--- src/rtl/instruction_fetch_unit.sv ---
// Instruction fetch stage: owns the PC, drives the combinational instruction memory
// and fills the IF/ID pipeline register, handling stall, flush, redirect and fetch faults.
module instruction_fetch_unit #(
    parameter logic [31:0] RESET_PC = 32'h0000_0000,
    parameter logic [31:0] IMEM_TOP = 32'h0000_FFFC
) (
    input  logic        clk,
    input  logic        rst_n,
    input  logic        stall,
    input  logic        flush,
    input  logic        redirect_valid,
    input  logic [31:0] redirect_target,
    output logic [31:0] imem_addr,
    input  logic [31:0] imem_instr,
    output logic [31:0] ifid_instr,
    output logic [31:0] ifid_pc,
    output logic [31:0] ifid_pc_plus4,
    output logic        ifid_valid,
    output logic        fetch_fault,
    output logic [31:0] fault_pc,
    output logic [31:0] fetch_count
);

    localparam logic [1:0] BOOT  = 2'd0;
    localparam logic [1:0] RUN   = 2'd1;
    localparam logic [1:0] FAULT = 2'd2;

    logic [1:0]  state;
    logic [31:0] pc;
    logic [31:0] pc_plus4;
    logic        pc_bad;

    assign pc_plus4    = pc + 32'd4;
    assign pc_bad      = (pc[1:0] != 2'b00) || (pc > IMEM_TOP);
    assign imem_addr   = pc;
    assign fetch_fault = (state == FAULT);

    // A fault on the current pc outranks every request from later stages;
    // a redirect outranks stall so a taken branch is never lost behind a hazard.
    always_ff @(posedge clk or negedge rst_n) begin
        if (!rst_n) begin
            state         <= BOOT;
            pc            <= RESET_PC;
            ifid_instr    <= 32'h0;
            ifid_pc       <= 32'h0;
            ifid_pc_plus4 <= 32'h0;
            ifid_valid    <= 1'b0;
            fault_pc      <= 32'h0;
            fetch_count   <= 32'h0;
        end else begin
            case (state)
                BOOT: begin
                    state <= RUN;
                end
                RUN: begin
                    if (pc_bad) begin
                        state      <= FAULT;
                        fault_pc   <= pc;
                        ifid_instr <= 32'h0;
                        ifid_valid <= 1'b0;
                    end else if (redirect_valid) begin
                        pc         <= redirect_target;
                        ifid_instr <= 32'h0;
                        ifid_valid <= 1'b0;
                    end else if (stall && flush) begin
                        ifid_instr <= 32'h0;
                        ifid_valid <= 1'b0;
                    end else if (stall) begin
                        state <= RUN;
                    end else if (flush) begin
                        pc         <= pc_plus4;
                        ifid_instr <= 32'h0;
                        ifid_valid <= 1'b0;
                    end else begin
                        ifid_instr    <= imem_instr;
                        ifid_pc       <= pc;
                        ifid_pc_plus4 <= pc_plus4;
                        ifid_valid    <= 1'b1;
                        pc            <= pc_plus4;
                        fetch_count   <= fetch_count + 32'd1;
                    end
                end
                FAULT: begin
                    state <= FAULT;
                end
                default: begin
                    state <= FAULT;
                end
            endcase
        end
    end

endmodule

--- config.mk ---
export PLATFORM = sky130hd
export DESIGN_NAME = instruction_fetch_unit
export DESIGN_NICKNAME = d
export VERILOG_FILES = /design/src/rtl/instruction_fetch_unit.sv
export SDC_FILE = /design/constraint.sdc
export NUM_CORES = 1
export LEC_CHECK = 0
export ABC_AREA = 1
export CAP_MARGIN = 40
export CORE_MARGIN = 5
export CORE_UTILIZATION = 48
export DETAILED_ROUTE_END_ITERATION = 12
export GPL_TIMING_DRIVEN = 0
export PLACE_DENSITY = 0.88
export REMOVE_ABC_BUFFERS = 1
export SYNTH_ARGS = -nofsm -noshare
export SYNTH_HDL_FRONTEND = slang
export SYNTH_SLANG_ARGS = --single-unit
export TNS_END_PERCENT = 30
--- constraint.sdc ---
create_clock -name clk -period 1.68 [get_ports clk]
set_input_delay 0.168 -clock clk [delete_from_list [all_inputs] [get_ports clk]]
set_output_delay 0.168 -clock clk [all_outputs]
set_load 0.01 [all_outputs]
Yosys cells after proc, flatten, opt, wreduce, memory -nomap -nowiden. Index checks and enable logic that the tools add are counted.

Word-level logic and storage cells: 51. Bits in registers: 195.

Bitwise gates (word level): 5. Equal/unequal tests: 8. Order comparisons: 1. Reduce and logical (&&, ||, !) cells: 9. Add/subtract/negate cells: 2. Multiplexer cells: 18.

Operators by type and width (number): 2-to-1 mux 32 bit (8); adder 32 x 1 -> 32 bit, second input constant (1); adder 32 x 3 -> 32 bit, second input constant (1); > comparator 32 x 16 -> 1 bit, second input constant (1); inequality test 3 bit, second input constant (3); 2-to-1 mux 2 bit (4); AND reduction 6 bit (1); 2-to-1 mux 1 bit (5); NOT 1 bit (5); inequality test 4 x 1 -> 1 bit, second input constant (1); case mux 2 bit (2 select lines) (1); AND reduction 2 bit (2); AND reduction 4 bit (1); AND reduction 3 bit (1); == test 2 x 1 -> 1 bit, second input constant (1); == test 2 bit, second input constant (1); zero test 2 bit (1); inequality test 2 x 1 -> 1 bit, second input constant (1); inequality test 2 bit, second input constant (1); nonzero test 2 bit (1); logical AND 1 bit (1); logical OR 1 bit (1).

Logic depth before layout (Yosys ltp).
Depth in word-level cells: 5. Depth in mapped cells: 10. Depth with buffers taken out: 10.

Least setup slack after synthesis. OpenSTA, ideal clock, no wires.

Path type: register to register. Start point: reg fetch_count[0]. End point: reg fetch_count[30]. Path slack: 38 ps. Arrival: 1525 ps. Stages on the path, launching flop included: 11. Cell sequence: dfrtp_1 > ha_1 > nand3_1 > nor2_1 > inv_1 > nor2_1 > nand2_1 > nand2_1 > nand2_1 > nand2_1 > nand2_1.

Cells in the longest elaborated chain, start to end: 1.

Ends and longest elaborated chain: from (decl) (RTL line 21) `output logic [31:0] fetch_count`; from (signal assigned) (RTL line 80) `fetch_count <= fetch_count + 32'd1;`; adder 32 x 1 -> 32 bit (RTL line 80).

No other way between the ends. A chain may end at the register's enable or synchronous reset.

Worst setup path in the final report.
Start point: reg pc[26] (netlist: imem_addr[26]). End point: reg ifid_instr[9].

Cells in the longest elaborated chain, start to end: 4.

Ends and longest elaborated chain: from (decl) (RTL line 29) `logic [31:0] pc;`; from (signal assigned) (RTL line 62) `pc <= redirect_target;`; from (signal assigned) (RTL line 71) `pc <= pc_plus4;`; from (signal assigned) (RTL line 79) `pc <= pc_plus4;`; > comparator 32 x 16 -> 1 bit (*) (RTL line 34) `assign pc_bad = (pc[1:0] != 2'b00) || (pc > IMEM_TOP);`; logical OR 1 bit (*) (RTL line 34); inequality test 4 x 1 -> 1 bit (no source line); AND reduction 2 bit (no source line); to (signal assigned) (RTL line 75) `ifid_instr <= imem_instr;`; to (decl) (RTL line 15) `output logic [31:0] ifid_instr,`.

Every way passes the cells marked *; elsewhere a longest branch is shown, timed or not.

==> impl_metrics.ini <==
[route]
dr.pass1.iters = 5
drtIter0Drc = 740
vias_per_cell = 5.42
avgRoutedWirePerCell_um = 18.4
final_antenna_net_count = 0
vias = 9451
drt-total-wl_um = 32100
drc = 0

[job]
cap_violations = 0

[critical_path]
crit_path_cell_trace = inv_2 -> nand3_2 -> nor2_4 -> nand3_2 -> bufinv_16 -> nand4_1 -> nand2_1
arrival_ns = 2.12
cp_max_fo = 35
worstPathRequired_ns = 2.06
end_kind = register
crit_buf_inv = 2
max_stage_delay_ns = 0.44
worstSetupPathType = register to register
rrSetupSlack_ns = -0.07
cp_common_cell = nand3_2
crit_path_start_kind = register
crit_family = simple AND/OR/NAND/NOR gates
crit_slowest_cell = dfrtp_2

[synth]
ys_ff_latch = 193
syn_inst = 1183
synth_cell_types = 26
synth.avg_cell_area_um2 = 7.69
ys_warn_count = 0
synth_seq_area_share_pct = 53.1
syn_area_um2 = 9090

[grt]
grt_usage_pct = 27.0
overflow = 0
antenna_found_initial = 1
grt_pass1_vias = 9010
grt_pass1_wl_um = 46900
grt_max_degree = 114

[floorplanning]
ios = 263
start_util_pct = 48.6
rows = 50
die_w_um = 148
die_h_um = 148
core_region_area_um2 = 18700
die_area_um2 = 21800

[timing]
tightestPinTransition_ns = 0.654
maxClockFrequency_mhz = 572
setup_violations = 96
rsz0062_at_grt = true
finalHoldViolations = 0
period_share_pct = 104
slew_headroom_pct = 56.4
skew_ns = 0.0173
setup_ws_ns = -0.0671
slew_violations = 0
holdWs_ns = 0.141
min_period_ns = 1.75

[cts]
htreeDepth = 4
clk_path_buf_depth = 2
tritoncts = yes
worstSkewPairLatency_ns = 0.44
cts.sinks = 193
root_buffer = clkbuf_16
path_clk_slew_ns = 0.08
numCtsBuffers = 17

[final_layout]
area_delta_synth_final_pct = 53.8
multi_input_area_um2 = 4130
layout_common_cells = nand2_1 (466), clkdlybuf4s50_1 (246), dfrtp_1 (161)
drive_above_1_share_pct = 17.2
n_antenna_cell = 0
final_common_cell = nand2_1
utilization_pct = 74.8
seqCellArea_um2 = 4870
finalNetCount = 1568
fill_cells = 1260

[status]
violations = negative setup slack
outcome = complete, but fails checks

[placed_design]
portBuffers = 262
dp_hpwl_um = 20000
place.gp.congestion = 0.908

[power]
leakage_nw = 6.90
pwr_density_cell_nw_per_um2 = 666
vdd_drop_max_v = 0.000695
power_w = 0.00932

[min_path]
hold_class = input port to register
## cells by family after synthesis
| family | count (synthesis) | synth area share, % |
|---|---|---|
| AOI/OAI and AO/OA | 84 | 4.66 |
| buffers and inverters | 144 | 6.74 |
| muxes | 1 | 0.110 |
| adders and majority gates | 2 | 0.275 |
| DFF | 193 | 53.1 |
| and+or+nand+nor | 738 | 33.1 |
| xor gates and xnor gates | 21 | 2.02 |
## layout make-up
class	count	share of cell area (%)
well taps	234	2.09
clock inverters	12	0.912
clock buffers	19	3.09
inverters	95	2.98
repair buffers	339	26.5
flip-flops and latches	193	34.8
multi-input cells	850	29.5
repair inverters	1	0.0805
## per-stage QoR
stage / setup WS, ns / std cells / instance area [um2] / setup TNS [ns]
global route: -0.132 / 1743 / 14000 / -12.73
detailed placement: -1.17 / 1642 / 12000 / -127.70
CTS: -0.0490 / 1704 / 13100 / -0.263
global placement: -7.64 / 1630 / 11800 / -2075.30
finish: -0.0671 / 1743 / 14000 / -2.60
floorplan: -2.30 / 1134 / 8840 / -191.60
## per-layer routing
metal	vias to the layer above	routed length (um)	track usage, %
met5	-	9	0
met4	2	1230	10.4
met3	94	3380	8.89
li1	4335	-	-
met1	4532	11700	32.3
met2	488	15800	45.4
## power by group
group / total, W / switching (W) / internal, W / leakage, nW
clock: 0.00398 / 0.00189 / 0.00208 / 0.270
sequential: 0.00473 / 0.0000493 / 0.00468 / 2.41
combinational: 0.000611 / 0.000323 / 0.000288 / 4.22
## state kept, by name (all words and copies together), names as in the netlist
register       cells
ifid_instr        32
ifid_pc_plus4     30
fetch_count       32
imem_addr         32
ifid_valid         1
ifid_pc           32
fault_pc          32
state              2
## Yosys cell counts
cell / count / area share [%]
a21oi_1: 7 / 0.39
buf_1: 2 / 0.083
buf_2: 21 / 1.2
buf_4: 12 / 0.99
clkbuf_1: 13 / 0.54
clkbuf_2: 1 / 0.055
clkinv_1: 1 / 0.041
dfrtp_1: 193 / 53
ha_1: 2 / 0.28
inv_1: 89 / 3.7
inv_2: 5 / 0.21
mux2i_1: 1 / 0.11
nand2_1: 508 / 21
nand3_1: 40 / 2.2
nand3b_1: 15 / 1.2
nand4_1: 34 / 2.3
nand4_2: 2 / 0.28
nor2_1: 131 / 5.4
nor2_2: 3 / 0.21
nor2_4: 2 / 0.25
o21ai_0: 31 / 1.7
o21ai_1: 45 / 2.5
o21ai_2: 1 / 0.096
or2_2: 3 / 0.21
xnor2_1: 8 / 0.77
xor2_1: 13 / 1.3
## worst reg2reg max path, stage by stage, from the launching register on
cell       delay (ns)
dfrtp_2          0.44
inv_2            0.11
nand3_2          0.11
nor2_4           0.26
nand3_2          0.18
bufinv_16        0.30
nand4_1          0.19
nand2_1          0.10
## path summary, 6_finish.rpt
| check | from | to | depth (start not counted) |
|---|---|---|---|
| setup / recovery | imem_addr[26] | ifid_instr[9] | 7 |
| hold / removal | redirect_valid | imem_addr[1] | 3 |
| setup reg to reg | imem_addr[26] | ifid_instr[9] | 7 |
| hold reg to reg | ifid_pc_plus4[17] | ifid_pc_plus4[17] | 2 |
| max in group asynchronous | rst_n | fetch_count[18] | 3 |
| min in group asynchronous | rst_n | ifid_pc_plus4[8] | 2 |
## what timing repair did
item / CTS / global route
hold buffers: 1 / 0
cloned: 5 / 12
buffers inserted: 25 / 27
setup endpoints to repair: 197 / 209
hold endpoints to repair: 80 / 0
pin swaps: 12 / 26
gates resized for setup: 54 / 146
(Power assumes the default switching activity.)
